===== config.mk =====
export PLATFORM = sky130hd
export DESIGN_NAME = sort_serializer
export DESIGN_NICKNAME = d
export VERILOG_FILES = /design/src/rtl/sort_serializer.sv
export SDC_FILE = /design/constraint.sdc
export NUM_CORES = 1
export LEC_CHECK = 0
export CAP_MARGIN = 0
export CORE_MARGIN = 2
export CORE_UTILIZATION = 52
export CTS_CLUSTER_DIAMETER = 120
export CTS_CLUSTER_SIZE = 16
export DETAILED_ROUTE_END_ITERATION = 16
export PLACE_DENSITY = 0.8
export SLEW_MARGIN = 15
export SYNTH_ARGS = -nofsm -noshare
export SYNTH_HDL_FRONTEND = slang
export SYNTH_SLANG_ARGS = --single-unit

===== constraint.sdc =====
create_clock -name clk -period 3.05 [get_ports clk]
set_input_delay 0.61 -clock clk [delete_from_list [all_inputs] [get_ports clk]]
set_output_delay 0.61 -clock clk [all_outputs]
set_load 0.1 [all_outputs]

===== src/rtl/sort_serializer.sv =====
// sort_serializer: captures a packed sorted vector and emits its elements one per handshake.
// Optional SORT_SER_ORDER_CHECK_EN adds an order_err output flagging unsorted captures.
`default_nettype none

module sort_serializer #(
  parameter int DEPTH    = 4,
  parameter int BITWIDTH = 3
) (
  input  logic                      clk,
  input  logic                      reset,
  input  logic                      load,
  input  logic [DEPTH*BITWIDTH-1:0] din,
  input  logic                      dout_ready,
  output logic [BITWIDTH-1:0]       dout,
  output logic                      dout_valid,
  output logic                      dout_last,
  output logic                      busy,
`ifdef SORT_SER_ORDER_CHECK_EN
  output logic                      order_err,
`endif
  output logic                      load_err
);

  localparam int IW = (DEPTH > 1) ? $clog2(DEPTH) : 1;
  localparam logic [IW-1:0] LAST_IDX = IW'(DEPTH - 1);

  typedef enum logic [0:0] {
    IDLE = 1'b0,
    SEND = 1'b1
  } state_t;

  state_t                      r_state;
  logic [IW-1:0]               r_idx;
  logic [DEPTH*BITWIDTH-1:0]   r_shadow;
  logic [BITWIDTH-1:0]         r_dout;
  logic                        r_valid;
  logic                        r_last;
  logic                        r_busy;
  logic                        r_load_err;

  logic [BITWIDTH-1:0]         w_elem [DEPTH];
  logic [IW-1:0]               w_idx_nxt;
  logic                        w_hs;
  logic                        w_last_hs;
  logic                        w_accept;

  for (genvar gi = 0; gi < DEPTH; gi++) begin : g_elem
    assign w_elem[gi] = r_shadow[gi*BITWIDTH +: BITWIDTH];
  end

  assign w_idx_nxt = r_idx + 1'b1;
  assign w_hs      = r_valid & dout_ready;
  assign w_last_hs = w_hs & (r_idx == LAST_IDX);
  // The final handshake doubles as an acceptance window so bursts chain without a bubble.
  assign w_accept  = load & ((r_state == IDLE) | w_last_hs);

`ifdef SORT_SER_ORDER_CHECK_EN
  logic r_order_err;
  logic w_order;

  always_comb begin
    w_order = 1'b0;
    for (int i = 0; i < DEPTH - 1; i++) begin
      if (din[i*BITWIDTH +: BITWIDTH] > din[(i+1)*BITWIDTH +: BITWIDTH]) begin
        w_order = 1'b1;
      end
    end
  end

  always_ff @(posedge clk or posedge reset) begin
    if (reset) begin
      r_order_err <= 1'b0;
    end else if (w_accept) begin
      r_order_err <= w_order;
    end
  end

  assign order_err = r_order_err;
`endif

  always_ff @(posedge clk or posedge reset) begin
    if (reset) begin
      r_state    <= IDLE;
      r_idx      <= '0;
      r_shadow   <= '0;
      r_dout     <= '0;
      r_valid    <= 1'b0;
      r_last     <= 1'b0;
      r_busy     <= 1'b0;
      r_load_err <= 1'b0;
    end else if (w_accept) begin
      r_state  <= SEND;
      r_idx    <= '0;
      r_shadow <= din;
      r_dout   <= din[BITWIDTH-1:0];
      r_valid  <= 1'b1;
      r_last   <= 1'b0;
      r_busy   <= 1'b1;
    end else if (r_state == SEND) begin
      if (load) begin
        r_load_err <= 1'b1;
      end
      if (w_hs) begin
        if (r_idx == LAST_IDX) begin
          r_state <= IDLE;
          r_valid <= 1'b0;
          r_last  <= 1'b0;
          r_busy  <= 1'b0;
        end else begin
          r_idx  <= w_idx_nxt;
          r_dout <= w_elem[w_idx_nxt];
          r_last <= (w_idx_nxt == LAST_IDX);
        end
      end
    end
  end

  assign dout       = r_dout;
  assign dout_valid = r_valid;
  assign dout_last  = r_last;
  assign busy       = r_busy;
  assign load_err   = r_load_err;

endmodule

`default_nettype wire


==> summary.md <==
| Metric | Value |
|---|---|
| Result of the run | finished, final reports clean |
| Post-CTS repair timing setup buffer count | 0 |
| HPWL after detailed placement | 1.27 mm |
| Setup repair after global routing missed its margin | no |
| Clock-pin slew reported for the worst setup and hold paths after clock tree synthesis | 0.11 ns |
| Final period util | 0.620 |
| FP Rows | 15 |
| Post-synthesis instance area | 0.00101 sq mm |
| Wirelength, routed | 1.76 mm |
| Reported max-cap violation count | 0 |
| Fraction of layout cells with a size suffix above 1 | 0.161 |
| Num ports | 23 |
| Vias in the first global route | 627 |
| Root buffer cell | clkbuf_4 |
| Iteration-0 DRC count of the detailed router | 20 |
| Worst Setup End Kind | flop |
| Most frequent cells in the layout | nand2_1 (44), dfrtp_1 (21), clkdlybuf4s50_1 (15) |
| Cell depth of the worst hold path | 2 |
| Synthesized netlist net count | 121 |
| Crit-path max FO | 12 |
| Worst Hold Margin | 0.485 ns |
| Area delta synth->final | 21.9% |
| Shortest clock period the worst path allows after layout | 1.89 ns |
| Antenna violations before repair | 0 |
| Hold-fix buffers, CTS | 0 |
| Worst rel slew slack | 0.489 |
| Placement-stage worst setup slack | 0.848 ns |
| End point of the worst hold path | r_shadow[4] |
| Count of final hold-check violations | 0 |
| Final GP Congestion | 0.816 |
| Cell with the biggest individual delay on the critical path | clkdlybuf4s50_1 |
| Pin count of the biggest net entering global routing | 22 |
| Sequential-to-total area share from yosys stat | 0.522 |
| Number of clock buffers inserted by TritonCTS | 3 |
| Top cell family by delay on the critical path | compound AO/OA/AOI/OAI gates |
| Detailed-router iteration count before antenna repair | 4 |
| Cells on worst reg2reg path | 5 |
| Count of input and output buffers | 22 |
| Global-route usage over all layers | 0.171 |
| Maximum clock path buffer count | 2 |
| Startpoint of the tightest hold check path | r_shadow[4] |
| RR Startpoint | r_idx[0] |
| Clock latency on the worst-skew pair | 0.29 ns |
| Setup tns final | 0 ns |
| Number of buffers and inverters on the critical path | 1 |
| End of the worst register-to-register path | dout[0] |
| Area of the core | 0.00178 sq mm |
| Leakage power summed over all cells | 0.000598 uW |
| Sequence of cells on the critical path | clkdlybuf4s50_1, nand3_2, a21oi_2, nand2_1, a31oi_1 |
| Post-cts sizing count | 0 |
| Max IR drop VDD | 0.000532 V |
| Slew at the pin with the worst max-slew slack | 0.766 ns |
| Number of vias in the routed layout | 752 |
| Arrival time reported for the critical path endpoint | 2.12 ns |
| Clock tree from TritonCTS | done |
| Share of the synthesized area in the top cell type | 0.522 |
| Number of H-tree branching levels | 1 |
| Most common cell after layout, fill and taps aside | nand2_1 |
| Width of the die | 48.0 microns |
| Post-Layout Cell Count | 149 |
| Count of antenna-violating nets left after detailed routing | 0 |
| Detail-routed via count per cell | 5.05 |
| Worst Path Required | 3.27 ns |
| Post-synthesis cell type count | 25 |
| PnR worst setup slack | 1.16 ns |
| R2R setup slack | 1.19 ns |
| Category of the most critical setup path | in -> reg |
| Layout Utilization | 0.688 |
| Upper clock frequency limit | 0.528 GHz |
| Yosys top cell by area | dfrtp_1 |
| Type of origin of the critical path | input pin |
| Min-Delay Path Class | reg -> reg |
| DRC Markers | 0 |
| Synthesized area per cell | 9.78 sq um |
| Number of register bits inferred by synthesis | 21 |
| NumNets Final | 143 |
| Full die area | 0.00230 sq mm |
| Largest cells by area after synthesis | dfrtp_1 (52%), nand2_1 (16%), mux4_2 (6.7%) |
| Global-route wire length before repair | 2.65 mm |
| Final setup skew | 0.000844 ns |
| Cells after Synth | 103 |
| Total congestion overflow | 0 |
| Die height | 48.0 microns |
| Antenna diode count | 0 |
| Routed WL per cell | 11.8 microns |
| Biggest cell delay along the critical path | 0.53 ns |
| Number of sinks driven by the clock tree | 21 |
| Pins over their slew limit | 0 |
| Yosys warning count | 0 |
| Initial Util | 0.565 |
| Final setup violation count | 0 |
| PwrDens | 1030 mW/mm^2 |
| Placed cells | 145 |
-- per-layer routing --
| layer | up-vias | share of wire | global-route usage |
|---|---|---|---|
| met5 | - | 0 | 0 |
| li1 | 377 | - | - |
| met4 | 0 | 0.0057 | 0.0757 |
| met2 | 21 | 0.46 | 0.248 |
| met3 | 2 | 0.057 | 0.0453 |
| met1 | 352 | 0.48 | 0.243 |
-- area by class of cell --
| cell class | count | area (sq um) |
|---|---|---|
| multi-input cells | 73 | 427 |
| well taps | 25 | 31.3 |
| flip-flops and latches | 21 | 526 |
| inverters | 4 | 15.0 |
| fillers | 144 | 556 |
| clock buffers | 4 | 26.3 |
| repair buffers | 22 | 203 |
-- tightest hold or removal path, delay by kind of cell (launching register included) --
family | cells | cell delay (ns)
flip-flops | 1 | 0.36
AND/OR/NAND/NOR | 2 | 0.10
-- report_power, final --
| part | internal (uW) | switching (uW) | total, uW |
|---|---|---|---|
| registers | 394 | 82.3 | 476 |
| clock network | 50.9 | 78.3 | 129 |
| logic | 228 | 436 | 664 |
| total | 672 | 597 | 1270 |
-- cell usage after synthesis, drive strengths merged --
cell,number
nand3,2
nand2,45
dfrtp,21
nor2,4
a21boi,1
o21bai,2
ha,2
and2b,1
a31oi,3
mux4,3
a21oi,2
or2,1
inv,4
buf,5
o21ba,1
a21o,1
o21ai,4
a41oi,1
-- metrics by stage --
step / area, sq um / total power, uW
detailed placement: 1200 / 1150
CTS: 1230 / 1280
floorplan: 1010 / 1030
global route: 1230 / 1360
finish: 1230 / 1270
global placement: 1200 / 1130
-- kinds of logic after synthesis --
logic type                 after synthesis  share of synthesized area
DFF                                     21                      0.522
muxes                                    3                     0.0671
adders and majority gates                2                     0.0248
and+or+nand+nor                         53                      0.219
AOI/OAI and AO/OA                       15                      0.113
buffers and inverters                    9                     0.0547
-- registers in the layout, summed over array words and instances (netlist names) --
name,count
dout,3
r_idx,2
busy,1
r_shadow,12
load_err,1
dout_last,1
r_state,1
-- worst max-delay path by stage --
stage          startpoint    endpoint  depth (start not counted)  slack [ns]
2_1_floorplan        busy  dout_valid                          1        1.04
3_3_place_gp   dout_ready     dout[2]                          5        0.90
3_5_place_dp   dout_ready     dout[0]                          5        0.85
4_1_cts        dout_ready     dout[0]                          5        1.16
5_1_grt          r_idx[0]     dout[2]                          5         1.0
6_report       dout_ready     dout[0]                          5        1.16
(Power assumes the default switching activity.)
